$ cat src/rtl/spi_rx_frontend.sv
// SPI slave receive front end: oversamples SCLK/MOSI/CS_N, decodes the frame command byte into mode
// and deserialises NPU_DATA_WIDTH-bit words. Define SPI_RX_ERR_CNT_EN to add the err_count output.
`timescale 1ns/1ps

module spi_rx_frontend #(
    parameter int          NPU_DATA_WIDTH = 16,
    parameter int          SYNC_STAGES    = 2,
    parameter logic [7:0]  CMD_REG        = 8'hA0,
    parameter logic [7:0]  CMD_STREAM     = 8'hD0
) (
    input  logic                      clk,
    input  logic                      reset_b,
    input  logic                      sclk,
    input  logic                      mosi,
    input  logic                      cs_n,
    output logic [1:0]                mode,
    output logic [NPU_DATA_WIDTH-1:0] spi_data_out,
    output logic                      spi_wr_en,
    output logic                      frame_active
`ifdef SPI_RX_ERR_CNT_EN
    ,
    output logic [7:0]                err_count
`endif
);

    localparam int                CNT_W     = $clog2(NPU_DATA_WIDTH);
    localparam logic [CNT_W-1:0]  CMD_LAST  = CNT_W'(7);
    localparam logic [CNT_W-1:0]  DATA_LAST = CNT_W'(NPU_DATA_WIDTH - 1);
    localparam logic [1:0]        MODE_IDLE   = 2'b00;
    localparam logic [1:0]        MODE_REG    = 2'b10;
    localparam logic [1:0]        MODE_STREAM = 2'b01;

    typedef enum logic [2:0] {
        WAIT_CS,
        IDLE,
        CMD,
        DATA,
        DROP
    } state_t;

    state_t                    r_state;
    logic [SYNC_STAGES-1:0]    r_sclk_sync;
    logic [SYNC_STAGES-1:0]    r_mosi_sync;
    logic [SYNC_STAGES-1:0]    r_cs_sync;
    logic                      r_sclk_d;
    logic [CNT_W-1:0]          r_bit_cnt;
    logic [NPU_DATA_WIDTH-1:0] r_shift;

    logic                      w_sclk;
    logic                      w_mosi;
    logic                      w_cs_hi;
    logic                      w_sclk_rise;
    logic [NPU_DATA_WIDTH-1:0] w_shift_next;
    logic [7:0]                w_cmd_byte;

    // NOTE: the cs_n chain resets to 0 so WAIT_CS only exits once a genuinely high cs_n has
    // propagated through the synchroniser, never on the reset value itself.
    always_ff @(posedge clk or negedge reset_b) begin
        if (!reset_b) begin
            r_sclk_sync <= '0;
            r_mosi_sync <= '0;
            r_cs_sync   <= '0;
            r_sclk_d    <= 1'b0;
        end else begin
            r_sclk_sync <= {r_sclk_sync[SYNC_STAGES-2:0], sclk};
            r_mosi_sync <= {r_mosi_sync[SYNC_STAGES-2:0], mosi};
            r_cs_sync   <= {r_cs_sync[SYNC_STAGES-2:0], cs_n};
            r_sclk_d    <= r_sclk_sync[SYNC_STAGES-1];
        end
    end

    assign w_sclk       = r_sclk_sync[SYNC_STAGES-1];
    assign w_mosi       = r_mosi_sync[SYNC_STAGES-1];
    assign w_cs_hi      = r_cs_sync[SYNC_STAGES-1];
    assign w_sclk_rise  = w_sclk & ~r_sclk_d;
    assign w_shift_next = {r_shift[NPU_DATA_WIDTH-2:0], w_mosi};
    assign w_cmd_byte   = w_shift_next[7:0];

    // NOTE: all state and outputs use non-blocking assignments; the cs_n-high override at the end
    // of the block deliberately wins over anything the case statement scheduled for the same regs.
    always_ff @(posedge clk or negedge reset_b) begin
        if (!reset_b) begin
            r_state      <= WAIT_CS;
            r_bit_cnt    <= '0;
            r_shift      <= '0;
            mode         <= MODE_IDLE;
            spi_data_out <= '0;
            spi_wr_en    <= 1'b0;
            frame_active <= 1'b0;
        end else begin
            spi_wr_en <= 1'b0;
            case (r_state)
                WAIT_CS: begin
                    if (w_cs_hi) r_state <= IDLE;
                end
                IDLE: begin
                    mode <= MODE_IDLE;
                    if (!w_cs_hi) begin
                        r_state   <= CMD;
                        r_bit_cnt <= '0;
                        r_shift   <= '0;
                    end
                end
                CMD: begin
                    if (w_sclk_rise) begin
                        if (r_bit_cnt == CMD_LAST) begin
                            r_bit_cnt <= '0;
                            r_shift   <= '0;
                            if (w_cmd_byte == CMD_REG) begin
                                r_state      <= DATA;
                                mode         <= MODE_REG;
                                frame_active <= 1'b1;
                            end else if (w_cmd_byte == CMD_STREAM) begin
                                r_state      <= DATA;
                                mode         <= MODE_STREAM;
                                frame_active <= 1'b1;
                            end else begin
                                r_state <= DROP;
                            end
                        end else begin
                            r_bit_cnt <= r_bit_cnt + 1'b1;
                            r_shift   <= w_shift_next;
                        end
                    end
                end
                DATA: begin
                    if (w_sclk_rise) begin
                        r_shift <= w_shift_next;
                        if (r_bit_cnt == DATA_LAST) begin
                            r_bit_cnt    <= '0;
                            spi_data_out <= w_shift_next;
                            spi_wr_en    <= 1'b1;
                        end else begin
                            r_bit_cnt <= r_bit_cnt + 1'b1;
                        end
                    end
                end
                DROP: ;
                default: r_state <= WAIT_CS;
            endcase

            // Frame end: a word finishing on this same sample still reaches the outputs above.
            if (r_state != WAIT_CS && w_cs_hi) begin
                r_state      <= IDLE;
                r_bit_cnt    <= '0;
                r_shift      <= '0;
                mode         <= MODE_IDLE;
                frame_active <= 1'b0;
            end
        end
    end

`ifdef SPI_RX_ERR_CNT_EN
    logic w_err_event;

    always_comb begin
        w_err_event = 1'b0;
        case (r_state)
            CMD: begin
                if (w_cs_hi)
                    w_err_event = (r_bit_cnt != '0);
                else if (w_sclk_rise && r_bit_cnt == CMD_LAST)
                    w_err_event = (w_cmd_byte != CMD_REG) && (w_cmd_byte != CMD_STREAM);
            end
            DATA: begin
                w_err_event = w_cs_hi && (r_bit_cnt != '0) &&
                              !(w_sclk_rise && r_bit_cnt == DATA_LAST);
            end
            default: w_err_event = 1'b0;
        endcase
    end

    always_ff @(posedge clk or negedge reset_b) begin
        if (!reset_b)
            err_count <= 8'h00;
        else if (w_err_event && err_count != 8'hFF)
            err_count <= err_count + 8'h01;
    end
`endif

endmodule

$ cat config.mk
export PLATFORM = sky130hd
export DESIGN_NAME = spi_rx_frontend
export DESIGN_NICKNAME = d
export VERILOG_FILES = /design/src/rtl/spi_rx_frontend.sv
export SDC_FILE = /design/constraint.sdc
export NUM_CORES = 1
export LEC_CHECK = 0
export BUFFER_PORTS_ARGS = -buffer_cell sky130_fd_sc_hd__buf_2
export CORE_MARGIN = 2
export CORE_UTILIZATION = 37
export CTS_CLUSTER_SIZE = 10
export DETAILED_ROUTE_END_ITERATION = 8
export GPL_TIMING_DRIVEN = 0
export PLACE_DENSITY = 0.51
export SKIP_CTS_REPAIR_TIMING = 1
export SKIP_LAST_GASP = 1
export SLEW_MARGIN = 25
export SYNTH_ARGS = -nofsm -noshare
export SYNTH_HDL_FRONTEND = slang
export SYNTH_SLANG_ARGS = --single-unit
$ cat constraint.sdc
create_clock -name clk -period 3.6 [get_ports clk]
set_input_delay 0 -clock clk [delete_from_list [all_inputs] [get_ports clk]]
set_output_delay 0 -clock clk [all_outputs]
set_load 0.01 [all_outputs]
==> results.json <==
{
  "drt_iter0_drc": 59,
  "stdcell_count": 263,
  "drtPass1Iterations": 4,
  "fin_crit_ns": 2.12,
  "cts_buffers": 5,
  "num_rows": 26,
  "clock_tree.buffer_depth": 2,
  "hpwl_mm": 2.67,
  "num_vias": 1354,
  "numPlacedInstances": 251,
  "top_layer": "met4",
  "cts_tree": "done",
  "wl_mm": 3.76,
  "critPathRequiredTime_ns": 3.78,
  "synth_ff_type": "dfrtp_1",
  "fp.dieH_um": 77.8,
  "max_freq_mhz": 472,
  "end_kind": "flip-flop",
  "cpPeakStageDelay_ns": 0.51,
  "peakVddDrop_v": 0.000261,
  "cts.sinks": 49,
  "crit_slowest_cell": "or4_1",
  "finalCritPeriodShare_pct": 58.8,
  "rsz0062_at_grt": "false",
  "die_w_um": 77.8,
  "fin_nets": 198,
  "synth_nets": 162,
  "p_leak_nw": 1.17,
  "grt_first_pass_wirelength_mm": 6.62,
  "met3_length_um": 193,
  "synth-edff-count": 0,
  "grt_pass1_vias": 1406,
  "synth_top_area_share_pct": 60.9,
  "drc_errors": 0,
  "fillCellCount": 482,
  "antenna_found_initial": 0,
  "ys_ff_latch": 49,
  "path_buf_inv": 2,
  "finalSetupViolCount": 0,
  "drv_cap": 0,
  "met2_length_mm": 1.70,
  "critPathMostFrequentCell": "buf_2",
  "crit_type": "flip-flop to flip-flop",
  "antennaDiodeCount": 0,
  "skew_ns": 0.00603,
  "maxSlewHeadroom_pct": 64.9,
  "place.gp.congestion": 0.791,
  "htreeDepth": 2,
  "crit_chain": "ha_1 -> nand3_1 -> or4_1 -> buf_2 -> buf_2 -> mux2_2",
  "hold_viol": 0,
  "hp-class": "input pin to async pin",
  "antenna_left": 0,
  "critPathLaunchType": "flip-flop",
  "grt_use_total_pct": 13.6,
  "start_util_pct": 38.9,
  "yosys.cell_types.count": 39,
  "slew_violations": 0,
  "p_per_area_nw_per_um2": 392,
  "vias_per_cell": 5.15,
  "synthTopCellsByArea": "dfrtp_1 61%, mux2_2 8.9%, a22o_1 6.1%",
  "area_growth_pct": 17.5,
  "clkSlewWorstSetupHoldPaths_ns": 0.08,
  "yosys_warnings": 0,
  "fp.dieArea_um2": 6050,
  "yosys.area.top_type": "dfrtp_1",
  "grt.overflow.total": 0,
  "clk_latency_ns": 0.29,
  "syn_area_per_cell_um2": 12.9,
  "cp_data_arrival_time_ns": 2.30,
  "pre_cts_ws_ns": 1.48,
  "final_util_pct": 45.7,
  "grt_max_degree": 28,
  "core_um2": 5170,
  "port_buffers": 24,
  "wire_per_inst_um": 14.3,
  "drive_above_1_share_pct": 30.6,
  "power_uw": 927,
  "r2r_setup_slack_ns": 1.48,
  "io_pins": 25,
  "cp_top_family": "simple AND/OR/NAND/NOR gates",
  "layout_setup_ws_ns": 1.48,
  "worst_pin_slew_ns": 0.519,
  "path_max_fanout": 10,
  "cts-root-buf": "clkbuf_8",
  "synthCells": 156,
  "status": "finished, final reports clean",
  "tns_ns": 0,
  "syn-cell-area_um2": 2010,
  "drt-met1-wl_mm": 1.85,
  "synth.yosys.seq_area_share_pct": 60.9,
  "ys_async_sr_fraction_pct": 100
}
## path summary, 6_finish.rpt
kind	startpoint	to	depth (start not counted)
min in group clk	cs_n	r_cs_sync[0]	2
hold / removal	reset_b	r_state[0]	2
max in group asynchronous	reset_b	r_shift[14]	3
setup / recovery	r_bit_cnt[1]	spi_data_out[10]	6
setup reg to reg	r_bit_cnt[1]	spi_data_out[10]	6
hold reg to reg	r_mosi_sync[0]	r_mosi_sync[1]	0
## power breakdown
group,total (mW),switching (mW),internal (mW)
sequential,0.562,0.00462,0.558
clock,0.306,0.169,0.138
combinational,0.0584,0.0385,0.0198
## sequential cells by signal, summed over array words and instances, names as in the netlist
signal        cells
frame_active      1
spi_data_out     16
r_state           3
spi_wr_en         1
r_bit_cnt         4
r_shift          15
r_mosi_sync       2
r_cs_sync         2
mode              2
r_sclk_sync       2
r_sclk_d          1
## cell families (layout without fill, tap and decap cells)
logic type	Yosys count	in the layout	share of synthesized area, %
flip-flops	49	49	60.9
AO/OA/AOI/OAI	37	37	14.3
AND/OR/NAND/NOR	35	35	10.8
multiplexers	18	18	9.94
buffers and inverters	15	52	3.05
adder cells (fa/ha/maj)	1	1	0.621
XOR/XNOR	1	1	0.435
## layout by cell type (no fill, tap or decap), drive strengths merged, types with 2 or more instances in the layout
cell type	n
a22o	16
buf	29
dfrtp	49
nor2	4
nor3	3
nand2	4
a21oi	3
mux2	16
o21a	2
or4	3
o211ai	5
nand3	4
mux2i	2
or3	2
o21ai	3
inv	7
clkbuf	11
or3b	2
dlygate4sd3	4
a211oi	2
nand3b	2
nand2b	3
or2	2
## cells in the mapped netlist, drive strengths merged (3+ instances only)
cell and count:
nand2 4, o21ai 3, nand2b 3, dfrtp 49, buf 4, clkbuf 4
a21oi 3, mux2 16, inv 7, or4 3, a22o 16, o211ai 5
nor3 3, nor2 4, nand3 4
## metrics by stage
step	hold WS, ns	instance area (µm²)
2_1_floorplan	-0.296	2010
3_3_place_gp	0.108	2220
3_5_place_dp	0.00912	2240
4_1_cts	-0.317	2320
5_1_grt	0.244	2360
6_report	0.224	2360
## worst reg2reg max path, delay by kind of cell (launching register included)
kind          cells  cell delay [ns]
simple gates      2             0.64
mux               1             0.29
flops             1             0.38
fa+ha+maj         1             0.27
buf+inv           2             0.44
## cell type report
class	instances	area [µm²]	area share (%)
flip-flops and latches	49	1230	51.9
multi-input cells	92	726	30.7
repair buffers	29	180	7.62
well taps	70	87.6	3.70
clock buffers	7	76.3	3.23
plain buffers	8	35.0	1.48
inverters	7	26.3	1.11
clock inverters	1	7.51	0.317
## metal layers
metal  GRT usage, %  up-vias
li1               -      647
met1           19.5      672
met2           19.8       33
met3           3.95        2
met4           4.29        0
met5              0        -
(Power assumes the default switching activity.)
